## src/rtl/vga_timing_pkg.sv

```systemverilog
// vga_timing_pkg: default VGA timing, scan-out FIFO geometry and timing helpers.
package vga_timing_pkg;
  localparam int DEF_H_ACTIVE = 640;
  localparam int DEF_H_FP = 16;
  localparam int DEF_H_SYNC = 96;
  localparam int DEF_H_BP = 48;
  localparam int DEF_V_ACTIVE = 480;
  localparam int DEF_V_FP = 10;
  localparam int DEF_V_SYNC = 2;
  localparam int DEF_V_BP = 33;
  localparam int FIFO_DEPTH = 8;
  localparam int PIX_PER_WORD = 4;
  function automatic int span(input int active, input int fp, input int sync, input int bp);
    return active + fp + sync + bp;
  endfunction
endpackage

```

## src/rtl/vga_scanout_if.sv

```systemverilog
// vga_scanout_if: framebuffer read port and video output bundle of the scan-out engine.
interface vga_scanout_if #(parameter int WIDTH = 32);
  logic pix_ce;
  logic [WIDTH-1:0] rd_address;
  logic rd_req;
  logic [WIDTH-1:0] rd_data;
  logic hsync;
  logic vsync;
  logic de;
  logic [7:0] pixel;
  logic frame_irq;
  logic underflow;
  modport master(input pix_ce, rd_data, output rd_address, rd_req, hsync, vsync, de, pixel, frame_irq, underflow);
  modport slave(output pix_ce, rd_data, input rd_address, rd_req, hsync, vsync, de, pixel, frame_irq, underflow);
endinterface

```

## src/rtl/scanout_fifo.sv

```systemverilog
// scanout_fifo: first-word-fall-through word FIFO with flush and occupancy count.
module scanout_fifo #(
  parameter int DEPTH = 8,
  parameter int W = 32
) (
  input  logic clk,
  input  logic reset,
  input  logic push,
  input  logic pop,
  input  logic flush,
  input  logic [W-1:0] din,
  output logic [W-1:0] dout,
  output logic empty,
  output logic [$clog2(DEPTH):0] count
);
  localparam int AW = $clog2(DEPTH);
  localparam int CW = AW + 1;
  logic [W-1:0] mem [DEPTH];
  logic [AW-1:0] wp, rp;
  always_ff @(posedge clk)
    if (push && !flush) mem[wp] <= din;
  always_ff @(posedge clk or posedge reset)
    if (reset) begin
      wp <= '0;
      rp <= '0;
      count <= '0;
    end else if (flush) begin
      wp <= '0;
      rp <= '0;
      count <= '0;
    end else begin
      if (push) wp <= wp + AW'(1);
      if (pop) rp <= rp + AW'(1);
      count <= count + CW'(push) - CW'(pop);
    end
  always_comb begin
    dout = mem[rp];
    empty = count == '0;
  end
endmodule

```

## src/rtl/vga_scanout.sv

```systemverilog
// vga_scanout: VGA timing generator that prefetches framebuffer words and unpacks them into pixels.
module vga_scanout
  import vga_timing_pkg::*;
#(
  parameter int WIDTH = 32,
  parameter int FB_BASE = 0,
  parameter int H_ACTIVE = DEF_H_ACTIVE,
  parameter int H_FP = DEF_H_FP,
  parameter int H_SYNC = DEF_H_SYNC,
  parameter int H_BP = DEF_H_BP,
  parameter int V_ACTIVE = DEF_V_ACTIVE,
  parameter int V_FP = DEF_V_FP,
  parameter int V_SYNC = DEF_V_SYNC,
  parameter int V_BP = DEF_V_BP
) (
  input logic clk,
  input logic reset,
  vga_scanout_if.master bus
);
  localparam int H_TOTAL = span(H_ACTIVE, H_FP, H_SYNC, H_BP);
  localparam int V_TOTAL = span(V_ACTIVE, V_FP, V_SYNC, V_BP);
  localparam int N = H_ACTIVE * V_ACTIVE / PIX_PER_WORD;
  localparam int HW = $clog2(H_TOTAL);
  localparam int VW = $clog2(V_TOTAL);
  localparam int WW = $clog2(N + 1);
  localparam int CW = $clog2(FIFO_DEPTH) + 1;
  localparam logic [HW-1:0] HA = HW'(H_ACTIVE);
  localparam logic [HW-1:0] HS0 = HW'(H_ACTIVE + H_FP);
  localparam logic [HW-1:0] HS1 = HW'(H_ACTIVE + H_FP + H_SYNC);
  localparam logic [HW-1:0] HL = HW'(H_TOTAL - 1);
  localparam logic [VW-1:0] VA = VW'(V_ACTIVE);
  localparam logic [VW-1:0] VAL = VW'(V_ACTIVE - 1);
  localparam logic [VW-1:0] VS0 = VW'(V_ACTIVE + V_FP);
  localparam logic [VW-1:0] VS1 = VW'(V_ACTIVE + V_FP + V_SYNC);
  localparam logic [VW-1:0] VL = VW'(V_TOTAL - 1);
  localparam logic [WW-1:0] WN = WW'(N);
  logic [HW-1:0] h_cnt;
  logic [VW-1:0] v_cnt;
  logic [WW-1:0] wcnt;
  logic [1:0] idx;
  logic pend;
  logic [CW-1:0] count;
  logic empty;
  logic [WIDTH-1:0] head;
  logic active, h_last, boundary, need, pop, issue;
  logic [7:0] cur;
  // Issue gating counts both the read on the bus and the word about to be pushed, so the FIFO can never overflow.
  always_comb begin
    active = h_cnt < HA && v_cnt < VA;
    h_last = h_cnt == HL;
    boundary = bus.pix_ce && h_last && v_cnt == VAL;
    need = bus.pix_ce && active;
    pop = need && !empty && idx == 2'd3;
    issue = !boundary && wcnt < WN && (count + CW'(bus.rd_req) + CW'(pend)) < CW'(FIFO_DEPTH);
    cur = head[{idx, 3'b000} +: 8];
  end
  scanout_fifo #(.DEPTH(FIFO_DEPTH), .W(WIDTH)) u_fifo (
    .clk(clk),
    .reset(reset),
    .push(pend),
    .pop(pop),
    .flush(boundary),
    .din(bus.rd_data),
    .dout(head),
    .empty(empty),
    .count(count)
  );
  always_ff @(posedge clk or posedge reset)
    if (reset) begin
      h_cnt <= '0;
      v_cnt <= '0;
      wcnt <= '0;
      idx <= '0;
      pend <= 1'b0;
      bus.rd_req <= 1'b0;
      bus.rd_address <= WIDTH'(FB_BASE);
      bus.hsync <= 1'b1;
      bus.vsync <= 1'b1;
      bus.de <= 1'b0;
      bus.pixel <= '0;
      bus.frame_irq <= 1'b0;
      bus.underflow <= 1'b0;
    end else begin
      bus.frame_irq <= boundary;
      pend <= bus.rd_req && !boundary;
      bus.rd_req <= issue;
      if (boundary) begin
        wcnt <= '0;
        bus.rd_address <= WIDTH'(FB_BASE);
        idx <= '0;
        bus.underflow <= 1'b0;
      end else begin
        if (issue) begin
          wcnt <= wcnt + WW'(1);
          bus.rd_address <= WIDTH'(FB_BASE) + WIDTH'(wcnt);
        end
        if (need && !empty) idx <= idx + 2'd1;
        if (need && empty) bus.underflow <= 1'b1;
      end
      if (bus.pix_ce) begin
        h_cnt <= h_last ? '0 : h_cnt + HW'(1);
        if (h_last) v_cnt <= (v_cnt == VL) ? '0 : v_cnt + VW'(1);
        bus.de <= active;
        bus.hsync <= !(h_cnt >= HS0 && h_cnt < HS1);
        bus.vsync <= !(v_cnt >= VS0 && v_cnt < VS1);
        bus.pixel <= (active && !empty) ? cur : 8'd0;
      end
    end
endmodule

```

## src/flat_wrapper.sv

```systemverilog
// flat-port wrapper written by rule: the top's interface ports become plain ports
module vga_scanout_flat import vga_timing_pkg::*;
#(
  parameter int WIDTH = 32,
  parameter int FB_BASE = 0,
  parameter int H_ACTIVE = DEF_H_ACTIVE,
  parameter int H_FP = DEF_H_FP,
  parameter int H_SYNC = DEF_H_SYNC,
  parameter int H_BP = DEF_H_BP,
  parameter int V_ACTIVE = DEF_V_ACTIVE,
  parameter int V_FP = DEF_V_FP,
  parameter int V_SYNC = DEF_V_SYNC,
  parameter int V_BP = DEF_V_BP
)
  (clk, reset, bus_pix_ce, bus_rd_data, bus_rd_address, bus_rd_req, bus_hsync, bus_vsync, bus_de, bus_pixel, bus_frame_irq, bus_underflow);
  vga_scanout_if #(.WIDTH(WIDTH)) bus_i ();
  input logic clk;
  input logic reset;
  input wire logic [$bits(bus_i.pix_ce)-1:0] bus_pix_ce;
  input wire logic [$bits(bus_i.rd_data)-1:0] bus_rd_data;
  output wire logic [$bits(bus_i.rd_address)-1:0] bus_rd_address;
  output wire logic [$bits(bus_i.rd_req)-1:0] bus_rd_req;
  output wire logic [$bits(bus_i.hsync)-1:0] bus_hsync;
  output wire logic [$bits(bus_i.vsync)-1:0] bus_vsync;
  output wire logic [$bits(bus_i.de)-1:0] bus_de;
  output wire logic [$bits(bus_i.pixel)-1:0] bus_pixel;
  output wire logic [$bits(bus_i.frame_irq)-1:0] bus_frame_irq;
  output wire logic [$bits(bus_i.underflow)-1:0] bus_underflow;
  assign bus_i.pix_ce = bus_pix_ce;
  assign bus_i.rd_data = bus_rd_data;
  assign bus_rd_address = bus_i.rd_address;
  assign bus_rd_req = bus_i.rd_req;
  assign bus_hsync = bus_i.hsync;
  assign bus_vsync = bus_i.vsync;
  assign bus_de = bus_i.de;
  assign bus_pixel = bus_i.pixel;
  assign bus_frame_irq = bus_i.frame_irq;
  assign bus_underflow = bus_i.underflow;
  vga_scanout #(.WIDTH(WIDTH), .FB_BASE(FB_BASE), .H_ACTIVE(H_ACTIVE), .H_FP(H_FP), .H_SYNC(H_SYNC), .H_BP(H_BP), .V_ACTIVE(V_ACTIVE), .V_FP(V_FP), .V_SYNC(V_SYNC), .V_BP(V_BP)) u_core (.clk(clk), .reset(reset), .bus(bus_i));
endmodule
```

## config.mk

```make
export PLATFORM = sky130hd
export DESIGN_NAME = vga_scanout_flat
export DESIGN_NICKNAME = d
export VERILOG_FILES = /design/src/rtl/vga_timing_pkg.sv /design/src/rtl/vga_scanout_if.sv /design/src/rtl/scanout_fifo.sv /design/src/rtl/vga_scanout.sv /design/src/flat_wrapper.sv
export SDC_FILE = /design/constraint.sdc
export NUM_CORES = 1
export LEC_CHECK = 0
export BUFFER_PORTS_ARGS = -buffer_cell sky130_fd_sc_hd__clkbuf_2
export CAP_MARGIN = 15
export CORE_ASPECT_RATIO = 2
export CORE_UTILIZATION = 30
export DETAILED_ROUTE_END_ITERATION = 8
export SYNTH_ARGS = -nofsm -noshare
export SYNTH_HDL_FRONTEND = slang
export SYNTH_HIERARCHICAL = 1
export SYNTH_SLANG_ARGS = --single-unit
```

## constraint.sdc

```tcl
create_clock -name clk -period 4.46 [get_ports clk]
set_input_delay 0.892 -clock clk [delete_from_list [all_inputs] [get_ports clk]]
set_output_delay 0.892 -clock clk [all_outputs]
set_load 0.05 [all_outputs]
```

### Word-level counts from Yosys, hierarchy flattened

Memories as Yosys holds them, arrays and structs flattened.
Cells that the tools add are included.
Widths: inputs -> output; s select.

| cells by class | value |
|---|---|
| add/sub/neg operators | 10 |
| $lt $le $gt $ge | 8 |
| equality and inequality tests | 4 |
| shift-type cells | 1 |
| multiplexer cells | 18 |
| reductions and logical operators | 25 |

Operators with widths:

| cell | count |
|---|---|
| $mux 32 | 2 |
| $mux 17 | 2 |
| $shiftx 32x6->8 | 1 |
| $add 10x1->10 const B | 2 |
| $eq 10x10->1 const B | 2 |
| $lt 10x10->1 const B | 2 |
| $lt 10x9->1 const B | 2 |
| $mux 10 | 2 |
| $add 17x1->17 const B | 1 |
| $lt 17x17->1 const B | 1 |
| $logic_and 1x1->1 | 14 |
| $add 4x1->4 | 3 |
| $mux 3 | 4 |
| $eq 10x9->1 const B | 1 |
| $ge 10x10->1 const B | 1 |
| $ge 10x9->1 const B | 1 |
| $reduce_bool 2->1 | 5 |
| $mux 8 | 1 |
| $add 3x1->3 const B | 2 |
| $logic_not 1->1 | 4 |
| $logic_not 4->1 | 1 |
| $lt 4x4->1 const B | 1 |
| $mux 1 | 4 |
| $mux 2 | 2 |
| other kinds (5) | 5 |

| word-level totals | value |
|---|---|
| register bits after elaboration | 96 |
| RAM bits | 256 |
| input port bits | 35 |
| output and inout port bits | 46 |
| logic and storage cells | 83 |
| memories | 1 |

Memory list:

| name | depth | bits a word | rd ports | clocked after Yosys merged registers in | write ports | RTL line | RTL |
|---|---|---|---|---|---|---|---|
| u_core.u_fifo.mem | 8 | 32 | 1 | 0 | 1 | scanout_fifo.sv:18 | `logic [W-1:0] mem [DEPTH];` |

### Longest topological paths before layout

Gate-level depths: netlist of the first run.

| depth | value |
|---|---|
| word-level depth | 8 |
| mapped depth | 12 |

### Cells and area by module

The synthesis of the first run kept the hierarchy.

Modules (own cells, without submodules):

| module | times used | cells each | area an instance (um2) | seq. area each (um2) |
|---|---|---|---|---|
| scanout_fifo | 1 | 434 | 10319.9 | 7937.6 |
| vga_scanout | 1 | 364 | 3708.6 | 1779.2 |

### Worst setup path after synthesis of the first run

OpenSTA, ideal clock, no wires.

| timing | value |
|---|---|
| kind | input to register |
| from | input bus_pix_ce |
| to | memory u_core.u_fifo.mem[0][0] (enable) |
| arrival time | 4278 ps |
| path slack | -279 ps |
| stages on the path | 8 |
| path through | buf_2 > nand4_1 > nor4_2 > nand4_1 > nor2_1 > buf_2 > or3_1 > nor3_1 |

| on the way | value |
|---|---|
| cells in the longest elaborated chain, start to end | 6 |

RTL lines:

| what | RTL line | RTL |
|---|---|---|
| from (decl) | flat_wrapper.sv:19 | `input wire logic [$bits(bus_i.pix_ce)-1:0] bus_pix_ce;` |
| $logic_and 1x1->1 (2 in a row) | vga_scanout.sv:51 | `boundary = bus.pix_ce && h_last && v_cnt == VAL;` |
| net u_core.boundary | vga_scanout.sv:45 | `logic active, h_last, boundary, need, pop, issue;` |
| $logic_not 1->1 | scanout_fifo.sv:21 | `if (push && !flush) mem[wp] <= din;` |
| $logic_and 1x1->1 | scanout_fifo.sv:21 |  |
| $mux 1 | scanout_fifo.sv:21 |  |
| $mux 1 (implied by the code) | scanout_fifo.sv:21 |  |
| to (decl) | scanout_fifo.sv:18 |  |

The timed path passes the listed nets, and every way through them passes these cells.

### Worst setup path in the final report of the first run

| timing | value |
|---|---|
| from | register u_core.h_cnt[8] |
| to | register u_core.u_fifo.count[1] |

| on the way | value |
|---|---|
| cells in the longest elaborated chain, start to end | 7 |
| elaborated cells on any way between the ends | 10 |
| those cells by class | 1 x add/sub; 1 x order compare; 1 x eq/ne; 1 x mux; 6 x reduce/logical |

RTL lines:

| what | RTL line | RTL |
|---|---|---|
| from (decl) | vga_scanout.sv:37 | `logic [HW-1:0] h_cnt;` |
| from (signal assigned) | vga_scanout.sv:101 | `h_cnt <= h_last ? '0 : h_cnt + HW'(1);` |
| $lt 10x10->1 | vga_scanout.sv:49 | `active = h_cnt < HA && v_cnt < VA;` |
| $logic_and 1x1->1 | vga_scanout.sv:49 |  |
| $logic_and 1x1->1 | vga_scanout.sv:52 | `need = bus.pix_ce && active;` |
| $logic_and 1x1->1 (2 in a row) | vga_scanout.sv:53 | `pop = need && !empty && idx == 2'd3;` |
| net u_core.pop | vga_scanout.sv:45 |  |
| $sub 4x1->4 | scanout_fifo.sv:34 | `count <= count + CW'(push) - CW'(pop);` |
| $mux 4 | scanout_fifo.sv:27 | `end else if (flush) begin` |
| to (signal assigned) | scanout_fifo.sv:34 |  |
| to (decl) | scanout_fifo.sv:14 | `output logic [$clog2(DEPTH):0] count` |

The timed path passes the listed nets, and every way through them passes these cells.
A chain may end at the register's enable or synchronous reset.

==> reports/metrics.csv, run 1 <==
metric;value;unit
wirelength;29010;µm
p_leak;5.541;nW
n_antenna_cell;0;
worstPathArrival;3.43;ns
grt_pass1_vias;7425;
die-width;154.9;µm
critPathKind;register to register;
grt_usage;12.45;%
cts_buffers;28;
outcome;finished clean;
cts_root_buf;clkbuf_16;
finalSetupViolCount;0;
syn_to_final_growth;14.23;%
h-tree-depth;1;
synth_edf_count;256;
drc_errors;0;
dieHeight;307.8;µm
port_buffers;65;
grt_pass1_wl;44620;µm
routabilityCongestion;0.8389;
r2r_cells;9;
drv_cap;0;
cts_resized;0;
powerDensity;521.0;nW/µm²
finalHoldViolCount;0;
synthTopCellsByCount;edfxtp_1 (256), dfrtp_1 (79), nor2_1 (66), mux4_2 (54), mux2_2 (33);
final_util;34.86;%
finalPower;8.348;mW
ant_nets;0;
routedWlPerCell;19.07;µm
fin_crit_sh;66.61;%
cts.clk_slew.worst_paths;0.07;ns
synth_seq_cells;337;
grt_overflow_total;0;
via_count;7024;
core_area;45970;µm²
drt_iter0_drc;374;
cp-end-kind;register;
hold_buffers;0;
timing.rr.end;u_core/u_fifo/count[1]$_DFF_PP0_;
fin_worst_skew;0.03065;ns
cts_buffer_depth;3;
fin_tns_setup;0;ns
synth_top_cell_area_share;54.80;%
num_io_pins;81;
worstPathRequired;4.92;ns
synth-main-ff-cell;edfxtp_1;
first_pass_iters;4;
netlist_instances;798;
yosysUniqueCellTypes;53;
syn-cell-area;14030;µm²
yosys_warnings;6;
cts_tree;yes;
drive_gt1_share;27.00;%
dp_hpwl;19310;µm
yosys.area.top_type;edfxtp_1;
hold_class;input pin to asynchronous set/reset pin;
antenna_found_initial;3;
clk-insertion-delay-late;0.58;ns
initial_core_util;30.52;%
fmax;0.3366;GHz
ir_drop;0.0003104;V
vias_per_cell;4.618;
ys_top_cells_by_area;edfxtp_1 (55%), dfrtp_1 (14%), mux4_2 (8.7%);
nets;929;
grt_max_degree;33;
worst_slew_pin_slew;0.9580;ns
die_area;47680;µm²
cp-start-kind;register;
drv_slew;0;
fin_crit;2.971;ns
r2r_setup_slack;1.49;ns
synth_area_per_cell;17.58;µm²
synth_seq_area_share;69.27;%
postCtsSetupBuffers;0;
yosysMostFrequentCell;edfxtp_1;
placementRows;111;
synth-async-reset-ratio;24.04;%
clock_sinks;337;
path_max_fanout;11;
rsz0062_at_grt;false;
max-slew-margin-rel;36.13;%
r2r-start;u_core/h_cnt[8]$_DFFE_PP0P_;
-- through the flow --
stage	instance area [µm²]	setup WS [ns]	hold WS (ns)	std cells
floorplan	14090	0.5776	0.4838	812
global placement	15100	0.9452	0.4877	1470
detailed placement	15100	0.8930	0.5042	1470
CTS	16020	1.454	0.3322	1521
global route	16020	1.271	0.3580	1521
finish	16020	1.489	0.3287	1521
-- sequential cells by signal, summed over array words and instances, names as in the netlist, 2 cells and up --
| signal | cells |
|---|---|
| u_core/v_cnt | 10 |
| u_core/u_fifo/wp | 3 |
| u_core/h_cnt | 10 |
| u_core/u_fifo/rp | 3 |
| u_core/wcnt | 17 |
| u_core/u_fifo/count | 4 |
| u_core/bus.rd_address | 17 |
| u_core/bus.pixel | 8 |
| u_core/u_fifo/mem | 256 |
| u_core/idx | 2 |
-- cells by family (layout without fill, tap and decap cells) --
| kind of cell | after synthesis | count (layout) | synth area share (%) |
|---|---|---|---|
| xor+xnor | 32 | 32 | 1.998 |
| compound gates | 38 | 38 | 1.641 |
| simple gates | 165 | 165 | 6.101 |
| mux | 126 | 126 | 16.19 |
| buf+inv | 84 | 172 | 3.389 |
| other cells | 1 | 15 | 0.02673 |
| fa+ha+maj | 15 | 15 | 1.391 |
| flops | 337 | 337 | 69.27 |
-- cell type report --
type                       instances  area (µm²)
fill                            4348       29950
inverter                          32       120.1
clock buffer                      29       704.4
tap                              621       777.0
clock inverter                    22       221.5
multi-input combinational        391        3961
sequential                       337        9722
timing repair buffer              89       518.0
-- routing by layer --
| metal | up-vias | part of all wire [%] | track usage, % | routed length [µm] |
|---|---|---|---|---|
| met4 | 4 | 2.1 | 3.799 | 602 |
| met1 | 3626 | 36 | 12.55 | 10330 |
| met2 | 134 | 58 | 25.25 | 16940 |
| met5 | - | 0.062 | 0 | 18 |
| met3 | 38 | 3.9 | 2.069 | 1119 |
| li1 | 3222 | - | - | - |
-- worst max path at each step --
stage                                start                                 end  slack (ns)  depth (start not counted)
2_1_floorplan                   bus_pix_ce   u_core/u_fifo/mem[1][0]$_DFFE_PP_        0.58                          8
3_3_place_gp                    bus_pix_ce  u_core/u_fifo/mem[5][10]$_DFFE_PP_        0.95                          9
3_5_place_dp                    bus_pix_ce  u_core/u_fifo/mem[5][10]$_DFFE_PP_        0.89                          9
4_1_cts        u_core/h_cnt[8]$_DFFE_PP0P_    u_core/u_fifo/count[1]$_DFF_PP0_        1.45                          9
5_1_grt        u_core/h_cnt[7]$_DFFE_PP0P_    u_core/u_fifo/count[1]$_DFF_PP0_        1.27                          9
6_report       u_core/h_cnt[8]$_DFFE_PP0P_    u_core/u_fifo/count[1]$_DFF_PP0_        1.49                          9
-- cell usage in the layout, fill, tap and decap left out, types with 3 or more instances in the layout --
master	n
nand2_1	21
xor2_1	8
and3_1	5
nand3_1	17
a31oi_1	4
bufinv_16	3
clkinvlp_4	4
o22ai_1	8
ha_1	14
nor4b_1	3
mux2i_1	21
nand2b_1	4
clkinv_2	4
inv_1	31
nor3_1	6
clkbuf_2	65
a21oi_1	8
xnor2_1	24
nand4_1	9
clkinv_1	5
clkbuf_16	28
dfrtp_1	77
and2_1	3
conb_1	15
edfxtp_1	256
mux4_1	18
nor2_4	6
buf_4	23
mux2_2	33
nor4_1	10
o21ai_0	11
mux4_2	54
nor2_1	58
-- worst max-delay path: stages (launching register included) --
cell and delay (ns):
dfrtp_1 0.46, o21ai_0 0.36, nand4b_1 0.18, or2_2 0.43, nor2_1 0.32, ha_1 0.29, inv_1 0.06, ha_1 0.18
fa_1 0.43, nor2b_1 0.14
-- report_power, final --
part	leakage, nW	switching (mW)	internal [mW]
Sequential	3.17	0.290	3.50
Combinational	1.93	1.00	1.08
Clock	0.443	1.14	1.34
(Power assumes the default switching activity.)
==> run 2: changes to the inputs <==
ABC_AREA = 1   (was not set)
clock period = 2.9 ns   (was 4.46 ns; I/O delays follow)
==> reports/metrics.csv, run 2 <==
metric;value;unit
finalSetupViolCount;0;
cp-end-kind;register;
outcome;finished clean;
critPathKind;register to register;
mostFrequentLayoutCells;nand2_1 (597), inv_1 (325), edfxtp_1 (256), nand3_1 (169), dfrtp_1 (77);
synth-main-ff-cell;edfxtp_1;
drive_gt1_share;9.370;%
yosys.area.top_type;edfxtp_1;
internal_power;10.60;mW
dp.cells;2437;
h-tree-depth;1;
layout_setup_ws;0.5036;ns
place_ws;0.3697;ns
largest_reg_flops;256;
num_io_pins;81;
top_regs;u_core/u_fifo/mem (256), u_core/bus.rd_address (17), u_core/wcnt (17);
drt_iter0_drc;755;
cts_buffers;29;
grt_pass1_wl;59260;µm
pwr-share-clk;23.3;%
drv_cap;0;
cp-start-kind;register;
synth_seq_area_share;61.02;%
synth_edf_count;256;
combinationalPowerShare;38.4;%
synth_seq_cells;337;
finalPower;17.77;mW
grt_max_degree;68;
grt_overflow_total;0;
cpMostUsedCell;nand2_1;
via_count;11260;
die_area;54060;µm²
clk-insertion-delay-late;0.56;ns
rsz0062_at_grt;false;
hold_buffers;0;
met2_usage;28.11;%
n_antenna_cell;0;
placementRows;119;
num-fill-cells;5254;
powerDensity;983.5;nW/µm²
yosys_warnings;6;
synth_top_cell_area_share;48.28;%
cts.clk_slew.worst_paths;0.07;ns
drv_slew;0;
initial_core_util;30.29;%
cts_buffer_depth;3;
nets;1853;
met3_usage;1.995;%
fin_crit_sh;82.63;%
grt_usage;14.21;%
worst_slew_pin_slew;0.8606;ns
dieHeight;327.8;µm
ys_top_cells_by_area;edfxtp_1 (48%), nand2_1 (14%), dfrtp_1 (12%);
cts_root_buf;clkbuf_16;
final_common_cell;nand2_1;
core_area;52560;µm²
hold_class;input pin to asynchronous set/reset pin;
worstPathRequired;3.14;ns
p_leak;8.518;nW
drc_errors;0;
antenna_found_initial;1;
grtUsageMet1;14.21;%
top_usage_layer;met2;
ant_nets;0;
max-slew-margin-rel;42.50;%
finalHoldViolCount;0;
worstPathArrival;2.64;ns
synth-async-reset-ratio;24.04;%
fin_worst_skew;0.01142;ns
first_pass_iters;5;
die-width;164.9;µm
p_sw;7.169;mW
cp_cell_sequence;ha_1 -> nand2_1 -> nor2_2 -> nand3_2 -> nor2_4 -> inv_1 -> nand2_1 -> inv_1 -> nand2_1 -> nor2_4 -> buf_4;
wirelength;37350;µm
ir_drop;0.001036;V
regMostFlops;u_core/u_fifo/mem;
p_seq_share;38.4;%
multi_input_area;4573;µm²
grt_pass1_vias;11130;
fin_cells;2490;
yosysUniqueCellTypes;36;
max_stage_delay;0.42;ns
synth_area_per_cell;9.104;µm²
switching_share;40.34;%
path_max_fanout;17;
vias_per_cell;4.522;
routedWlPerCell;15.00;µm
fin_crit;2.396;ns
yosysMostFrequentCell;nand2_1;
port_buffers;65;
clock_sinks;337;
synthTopCellsByCount;nand2_1 (597), inv_1 (327), edfxtp_1 (256), nand3_1 (169), nor2_1 (83);
cts_resized;0;
ff_latch_area;9722;µm²
routabilityCongestion;0.8448;
syn_to_final_growth;13.48;%
syn-cell-area;15920;µm²
netlist_instances;1749;
dp_hpwl;24550;µm
fmax;0.4173;GHz
postCtsSetupBuffers;0;
cts_tree;yes;
worst_path_max_delay_cell;dfrtp_1;
[run 2: cell types whose count changed after synthesis, sizes merged, moves of 33 or more]
| cell | before | now |
|---|---|---|
| o21ai | 11 | 46 |
| nand2 | 21 | 600 |
| buf | 38 | 71 |
| mux4 | 72 | 0 |
| mux2 | 33 | 0 |
| nand3 | 17 | 171 |
| inv | 32 | 330 |
[run 2: through the flow]
step	setup TNS, ns	hold slack, ns	util (%)	area, µm²
3_3_place_gp	0	0.4569	32.45	17050
2_1_floorplan	-87.61	0.4202	-	15980
3_5_place_dp	0	0.4586	32.45	17050
5_1_grt	0	0.02548	34.38	18070
6_report	0	0.01787	34.38	18070
4_1_cts	0	0.009005	34.38	18070
[run 2: kinds of logic after synthesis]
kind of cell | Yosys count | share of synthesized area, %
xor gates and xnor gates | 9 | 0.4951
other | 1 | 0.02355
and+or+nand+nor | 904 | 23.68
DFF | 337 | 61.02
AOI/OAI and AO/OA | 70 | 2.585
buffers and inverters | 413 | 10.96
adders and majority gates | 15 | 1.226
[run 2: area by class of cell]
type                    instances  area share, %
clock buffers                  30          4.037
multi-input cells            1013          25.31
inverters                     331          6.883
clock inverters                23          1.579
flip-flops and latches        337          53.81
repair buffers                 91          3.781
well taps                     665          4.605
[run 2: critical path, delay by kind of cell, from the launching register on]
| kind | cells | cell delay, ns |
|---|---|---|
| buffers and inverters | 3 | 0.54 |
| DFF | 1 | 0.42 |
| adders and majority gates | 1 | 0.26 |
| and+or+nand+nor | 7 | 0.85 |
[run 2: power groups by stage]
stage               Sequential [mW]  Clock, mW  Combinational [mW]
floorplan                      7.21          0                4.40
global placement               6.88          0                6.79
detailed placement             6.91          0                6.91
CTS                            6.82       4.25                6.93
global route                   6.93       4.44                7.65
finish                         6.82       4.14                6.82
[run 2: path summary, 6_finish.rpt]
path	depth (start not counted)	from	end	slack, ns
setup / recovery	11	u_core/h_cnt[0]$_DFFE_PP0P_	u_core/u_fifo/mem[3][27]$_DFFE_PP_	0.50
hold / removal	2	reset	u_core/u_fifo/wp[1]$_DFFE_PP0P_	0.02
setup reg to reg	11	u_core/h_cnt[0]$_DFFE_PP0P_	u_core/u_fifo/mem[3][27]$_DFFE_PP_	0.50
hold reg to reg	2	u_core/bus.rd_address[4]$_DFFE_PP0P_	u_core/bus.rd_address[4]$_DFFE_PP0P_	0.47
max in group asynchronous	3	reset	u_core/bus.hsync$_DFFE_PP1P_	2.11
min in group clk	1	bus_rd_data[11]	u_core/u_fifo/mem[3][11]$_DFFE_PP_	0.31
[run 2: metal layers]
metal | vias to the layer above | share of wire [%]
met3 | 70 | 4.1
met5 | - | 0.029
met1 | 5374 | 36
met2 | 238 | 56
li1 | 5575 | -
met4 | 2 | 3.9
==> run 3: changes to the inputs <==
clock period = 2.4 ns   (was 2.9 ns; I/O delays follow)
==> reports/metrics.csv, run 3 (synthesis results as in run 2) <==
metric;value;unit
outcome;finished clean;
dp_hpwl;24920;µm
p_leak;8.601;nW
core_area;52560;µm²
ff_latch_area;9722;µm²
drv_cap;0;
initial_core_util;30.29;%
clock_sinks;337;
fin_crit_sh;92.84;%
rsz0062_at_grt;false;
hold_buffers;1;
final_common_cell;nand2_1;
regMostFlops;u_core/u_fifo/mem;
cts_buffers;31;
finalHoldViolCount;0;
grt_max_degree;76;
die_area;54060;µm²
fmax;0.4488;GHz
grt_pass1_vias;11240;
dieHeight;327.8;µm
wl_met2;20890;µm
num_io_pins;81;
drc_errors;0;
fin_crit;2.228;ns
cts_tree;yes;
mostFrequentLayoutCells;nand2_1 (595), inv_1 (323), edfxtp_1 (256), nand3_1 (169), dfrtp_1 (77);
multi_input_area;4591;µm²
cts_root_buf;clkbuf_16;
critPathKind;register to register;
path_max_fanout;5;
wirelength;37930;µm
nets;1867;
worst_slew_pin_slew;0.9412;ns
n_antenna_cell;0;
cp-end-kind;register;
first_pass_iters;5;
drive_gt1_share;10.21;%
ir_drop;0.0008714;V
hold_class;input pin to register;
top_regs;u_core/u_fifo/mem (256), u_core/bus.rd_address (17), u_core/wcnt (17);
fin_worst_skew;0.02435;ns
worstPathArrival;2.71;ns
cp_cell_sequence;nand3_1 -> nand2_1 -> nor2_1 -> nand3_1 -> nor2_2 -> ha_1 -> inv_1 -> ha_1 -> fa_1 -> inv_1 -> nor2_1;
fin_tns_setup;0;ns
routabilityCongestion;0.8525;
highest_layer;met5;
syn_to_final_growth;14.44;%
max_stage_delay;0.45;ns
largest_reg_flops;256;
clk-insertion-delay-late;0.60;ns
cts.clk_slew.worst_paths;0.07;ns
postCtsSetupBuffers;0;
finalPower;21.64;mW
ant_nets;0;
grt_overflow_total;0;
vias_per_cell;4.516;
h-tree-depth;1;
r2r_setup_slack;0.17;ns
powerDensity;1187;nW/µm²
max-slew-margin-rel;37.12;%
num-fill-cells;5248;
finalSetupViolCount;0;
grt_pass1_wl;59960;µm
drt_iter0_drc;775;
cts_buffer_depth;3;
drv_slew;0;
cp-start-kind;register;
cts_resized;0;
worst_path_max_delay_cell;dfrtp_1;
grt_usage;14.43;%
via_count;11320;
die-width;164.9;µm
antenna_found_initial;1;
port_buffers;65;
route.met3.wl;1459;µm
worstPathRequired;2.88;ns
wl_met1;13990;µm
placementRows;119;
routedWlPerCell;15.13;µm
==> run 3: changes by cell type in the layout (fill, tap and decap cells not counted), moves of 3 or more <==
cell	delta
buf_12	+5
clkinv_4	-3
buf_4	+6
bufinv_16	-3
clkinv_1	+3
==> run 3: path summary, 6_finish.rpt <==
path,from,endpoint,cells after the start
worst min register to register,u_core/bus.rd_address[3]$_DFFE_PP0P_,u_core/bus.rd_address[3]$_DFFE_PP0P_,2
worst max register to register,u_core/h_cnt[9]$_DFFE_PP0P_,u_core/u_fifo/count[1]$_DFF_PP0_,11
max in group asynchronous,reset,u_core/bus.vsync$_DFFE_PP1P_,4
min in group asynchronous,reset,u_core/u_fifo/wp[0]$_DFFE_PP0P_,3
worst min-delay path,bus_rd_data[16],u_core/u_fifo/mem[4][16]$_DFFE_PP_,1
worst max-delay path,u_core/h_cnt[9]$_DFFE_PP0P_,u_core/u_fifo/count[1]$_DFF_PP0_,11
==> run 3: final cells by class <==
class,instances,area share [%]
clock buffer,32,4.278
tap,665,4.566
sequential,337,53.35
inverter,331,6.825
timing repair buffer,103,4.600
clock inverter,25,1.188
multi-input combinational,1013,25.19
==> run 3: report_power, final <==
group          switching, mW  total, mW  internal, mW  leakage [nW]
Combinational           6.02       8.57          2.54          4.81
Sequential             0.612       8.16          7.55          3.31
Clock                   2.22       4.91          2.69         0.485
Total                   8.85       21.6          12.8          8.60
==> run 3: critical path: cells and delay by family, from the launching register on <==
family                     cells  cell delay, ns
and+or+nand+nor                6            0.73
adders and majority gates      3            0.83
DFF                            1            0.45
buffers and inverters          2            0.13
==> run 3: metal layers <==
layer,vias to the layer above,track usage [%]
met2,231,28.13
met4,2,6.841
met3,72,1.944
met1,5398,14.63
li1,5613,-
met5,-,0
==> run 3: metrics by stage <==
step	hold slack, ns	setup slack [ns]	cells	util [%]	cell area (µm²)
after floorplan	0.3202	0.03826	1763	-	16050
after global placement	0.4543	0.07652	2448	32.76	17220
after detailed placement	0.4606	0.1209	2448	32.76	17220
after CTS	0.1466	0.1715	2506	34.67	18220
after global routing	0.1718	0.001686	2506	34.67	18220
final	0.1599	0.1719	2506	34.67	18220
